==> src/rtl/seg7_scan_ctrl.sv <==
// 4-digit multiplexed 7-segment controller: sequential double-dabble BCD conversion,
// sign/blanking/overflow formatting, and a free-running digit scanner.
module seg7_scan_ctrl #(
  parameter int REFRESH_DIV = 50000
) (
  input  logic        clk,
  input  logic        rst,
  input  logic [13:0] value,
  input  logic        neg,
  input  logic        load,
  output logic        busy,
  output logic        overflow,
  output logic [3:0]  bcd_out,
  output logic [3:0]  an
);

  localparam int CW = (REFRESH_DIV > 2) ? $clog2(REFRESH_DIV) : 1;
  localparam logic [3:0] CODE_DASH  = 4'd10;
  localparam logic [3:0] CODE_BLANK = 4'd11;

  typedef enum logic [1:0] {IDLE, CONV, COMMIT} state_t;

  state_t      state, state_nxt;
  logic [13:0] shreg, val_q;
  logic [15:0] bcd, bcd_adj;
  logic        neg_q;
  logic [3:0]  iter;
  logic [3:0]  disp [4];
  logic [3:0]  disp_nxt [4];
  logic        ovf_q, ovf_nxt;
  logic [1:0]  msd;
  logic [CW-1:0] rcnt;
  logic [1:0]  idx;

  // State register
  always_ff @(posedge clk or posedge rst) begin
    if (rst) state <= IDLE;
    else     state <= state_nxt;
  end

  // Next-state logic
  always_comb begin
    state_nxt = state;
    case (state)
      IDLE:    if (load) state_nxt = CONV;
      CONV:    if (iter == 4'd13) state_nxt = COMMIT;
      COMMIT:  state_nxt = IDLE;
      default: state_nxt = IDLE;
    endcase
  end

  // Output logic
  always_comb begin
    busy     = (state != IDLE);
    overflow = ovf_q;
    an       = ~(4'b0001 << idx);
    bcd_out  = disp[idx];
  end

  always_comb begin
    for (int i = 0; i < 4; i++)
      bcd_adj[i*4 +: 4] = (bcd[i*4 +: 4] >= 4'd5) ? bcd[i*4 +: 4] + 4'd3 : bcd[i*4 +: 4];
  end

  // Commit formatting; the raw magnitude is kept because values above 9999 overrun the BCD accumulator.
  always_comb begin
    ovf_nxt = (val_q > 14'd9999) || (neg_q && (val_q > 14'd999));
    msd     = 2'd0;
    for (int i = 1; i < 4; i++)
      if (bcd[i*4 +: 4] != 4'd0) msd = 2'(i);
    for (int i = 0; i < 4; i++) begin
      if (ovf_nxt)
        disp_nxt[i] = CODE_DASH;
      else if (i <= int'(msd))
        disp_nxt[i] = bcd[i*4 +: 4];
      else if (neg_q && (val_q != 14'd0) && (i == int'(msd) + 1))
        disp_nxt[i] = CODE_DASH;
      else
        disp_nxt[i] = CODE_BLANK;
    end
  end

  always_ff @(posedge clk or posedge rst) begin
    if (rst) begin
      shreg <= '0;
      val_q <= '0;
      neg_q <= 1'b0;
      bcd   <= '0;
      iter  <= '0;
      ovf_q <= 1'b0;
      for (int i = 0; i < 4; i++) disp[i] <= CODE_BLANK;
    end else begin
      case (state)
        IDLE: if (load) begin
          shreg <= value;
          val_q <= value;
          neg_q <= neg;
          bcd   <= '0;
          iter  <= '0;
        end
        CONV: begin
          {bcd, shreg} <= {bcd_adj[14:0], shreg, 1'b0};
          iter         <= iter + 4'd1;
        end
        COMMIT: begin
          ovf_q <= ovf_nxt;
          for (int i = 0; i < 4; i++) disp[i] <= disp_nxt[i];
        end
        default: ;
      endcase
    end
  end

  // Scanner runs independently of conversion so the display never stalls.
  always_ff @(posedge clk or posedge rst) begin
    if (rst) begin
      rcnt <= '0;
      idx  <= 2'd0;
    end else if (rcnt == CW'(REFRESH_DIV - 1)) begin
      rcnt <= '0;
      idx  <= idx + 2'd1;
    end else begin
      rcnt <= rcnt + 1'b1;
    end
  end

endmodule

==> config.mk <==
export PLATFORM = sky130hd
export DESIGN_NAME = seg7_scan_ctrl
export DESIGN_NICKNAME = d
export VERILOG_FILES = /design/src/rtl/seg7_scan_ctrl.sv
export SDC_FILE = /design/constraint.sdc
export NUM_CORES = 1
export LEC_CHECK = 0
export ABC_AREA = 1
export CAP_MARGIN = 20
export CORE_MARGIN = 2
export CORE_UTILIZATION = 35
export CTS_CLUSTER_DIAMETER = 120
export DETAILED_ROUTE_END_ITERATION = 8
export GPL_TIMING_DRIVEN = 0
export PLACE_DENSITY = 0.61
export SYNTH_ARGS = -nofsm -noshare
export SYNTH_HDL_FRONTEND = slang
export SYNTH_SLANG_ARGS = --single-unit
==> constraint.sdc <==
create_clock -name clk -period 3.35 [get_ports clk]
set_clock_uncertainty 0.2 [all_clocks]
set_input_delay 0.5025 -clock clk [delete_from_list [all_inputs] [get_ports clk]]
set_output_delay 0.5025 -clock clk [all_outputs]
set_load 0.03 [all_outputs]
==> impl_results.md <==
- Top Ports: 28
- Dpl hpwl: 6560 um
- Min Clock Period, post-route: 2.96 ns
- Critical Path RT: 2.65 ns
- Clk buf depth: 2
- DR vias/cell: 4.57
- Clk sinks: 86
- Core area: 0.0125 sq mm
- Final core utilization: 0.420
- Share of layout cells above drive strength 1: 0.118
- Area grow syn2layout: 18.1%
- CTS tree: yes
- EDFF count, synth: 0
- Worst-skew pair later-pin latency: 0.34 ns
- Status: completed
- Synth Area in Simple Gates: 0.262
- Most numerous cell in the Yosys netlist: nand2_1
- Crit Reg-Reg Startpoint: bcd[8]
- Die height: 117 um
- # Post-CTS Setup Buffers: 0
- First-iteration detailed-routing DRC count: 214
- Mux cell area share after synthesis: 0
- Top cells by area, synth: dfrtp_1, nand2_1, dfstp_2
- Initial antenna violation count: 0
- Critical path arrival: 2.25 ns
- Die area: 0.0136 sq mm
- Final hold slack: 0.268 ns
- Ys Warns: 0
- Horiz. Die Dim: 117 um
- Routability cong.: 0.878
- Asr flop ratio synth: 1.00
- Reg clk slew, reported paths: 0.06 ns
- Post-CTS resize count: 0
- Post-Syn Instances: 540
- Reg2reg path depth: 8
- GRT Util Overall: 0.145
- Leak: 2.55 nW
- Main combinational cell family by area after synthesis: simple AND/OR/NAND/NOR gates
- Root Driver: clkbuf_16
- RSZ-0062 raised after global routing: no
- Crit Reg-Reg Endpoint: bcd[10]
- First-pass GRT wire length: 15,500 um
- Post-synth net total: 574
- Post-CTS Hold Fix Bufs: 0
- Most instantiated cells after synthesis: nand2_1, nor2_1, dfrtp_1
- Part of the cycle the worst path needs: 0.882
- Post-layout total power: 4.34 mW
- Post-Synth XOR/XNOR Area: 0.0198
- CP Launch Type: register
- H-tree levels: 3
- Starting Density: 0.355
- Area leader, netlist: dfrtp_1
- Vias in the first global route: 3,356
- N_diodes: 0
- Crit-path max FO: 11
- Post-layout net count: 613
- Site Rows: 41
- Sequential fraction of the synthesis area: 0.489
- Hold WC Path Type: reg2reg
- #FFs+latches synth: 86
- CP endpoint kind: output port
- Total grt overflow: 0
- Post-Syn Area: 0.00443 sq mm
- Post-synth cell types: 36
- Slew at the pin closest to its max-slew limit: 0.546 ns
- CTS buffer count: 9
- Most used flip-flop cell after synthesis: dfrtp_1
- Max cap viols: 0
- Setup Crit Path Kind: reg2out
- Final setup violation count: 0
- Hold_sp: disp[8]
- Sum Neg Setup Slack: 0 ns
- R2R Setup Slk: 1.57 ns
- PD cells: 829 mW/mm^2
- Final wirelength: 8930 um
- Antenna-violating nets left: 0
- Syn avg cell area: 8.20 sq um
- Filler cells: 1,277
- Setup crit start: idx[0]
- VDD IR max: 412 uV
- Drt wl/cell: 11.8 um
- Placed cell count: 740
- Compound-gate portion of the synthesized area: 0.104
- Critical Path End: bcd_out[0]
- Largest net degree at the start of global routing: 46
- TritonRoute pass-1 iters: 4
- Max Fclk: 338 MHz
- Post-synth top area share: 0.418
- Relative slew margins: 0.636
- Post-Synth Adder-Cell Area: 0.0452
- # port buffers: 27
- Final hold viol count: 0
- Final Max Tran Viols: 0
- Total number of vias: 3,455
- DR DRC count: 0
- Non-Filler Instances: 756
[flip-flops by register name (all words and copies together), names as in the netlist]
register  cells
bcd          16
disp         16
rcnt         16
shreg        14
val_q        14
iter          4
idx           2
state         2
neg_q         1
overflow      1
[how the worst min path moves through the flow]
stage	end	slack (ns)	depth (start not counted)
finish	disp[8]	0.27	2
global route	disp[8]	0.29	2
CTS	disp[8]	0.27	2
detailed placement	val_q[12]	0.26	2
global placement	disp[8]	0.26	2
floorplan	shreg[0]	0.24	2
[stage by stage]
stage | area (sq um) | setup WS, ns
global route | 5230 | 0.262
finish | 5230 | 0.394
global placement | 4920 | -1.03
CTS | 5230 | 0.352
detailed placement | 4950 | 0.725
floorplan | 4430 | 0.446
[where the power goes]
part           switching, mW  internal, mW
Sequential             0.246          1.45
Combinational           1.02         0.674
Clock                  0.394         0.558
Total                   1.66          2.68
[final cells by class]
class                   count  area [sq um]  area share
flip-flops and latches     86          2170       0.414
multi-input cells         377          1910       0.366
repair buffers             28           298      0.0569
clock buffers              12           267      0.0509
inverters                  66           256      0.0490
well taps                 172           215      0.0411
plain buffers              11          96.3      0.0184
clock inverters             4          20.0     0.00383
[worst max-delay path, cell delays in order (launching register included)]
cell and delay (ns):
dfrtp_1 0.48, inv_1 0.11, buf_2 0.23, o21ai_0 0.10
o21ai_0 0.27, clkdlybuf4s50_1 0.73
[routing by layer]
metal,wire (um),GRT usage,part of all wire,vias to the layer above
li1,-,-,-,1785
met1,4270,0.185,0.48,1620
met2,4270,0.242,0.48,43
met3,299,0.0394,0.034,7
met4,94,0.0421,0.011,0
met5,0,0,0,-
[cells in the final DEF (no fill, tap or decap), types with 9 or more instances in the layout]
master	count
dfstp_2	12
nor2_1	78
ha_1	16
o21ai_0	42
nand3_1	28
a21oi_1	14
nand2_1	147
clkbuf_16	9
clkdlybuf4s50_1	27
dfrtp_1	74
xor2_1	10
inv_1	60
[cells by family after synthesis]
logic type	count (synthesis)
compound gates	77
fa+ha+maj	16
flops	86
xor+xnor	10
buf+inv	77
simple gates	274
(Power assumes the default switching activity.)
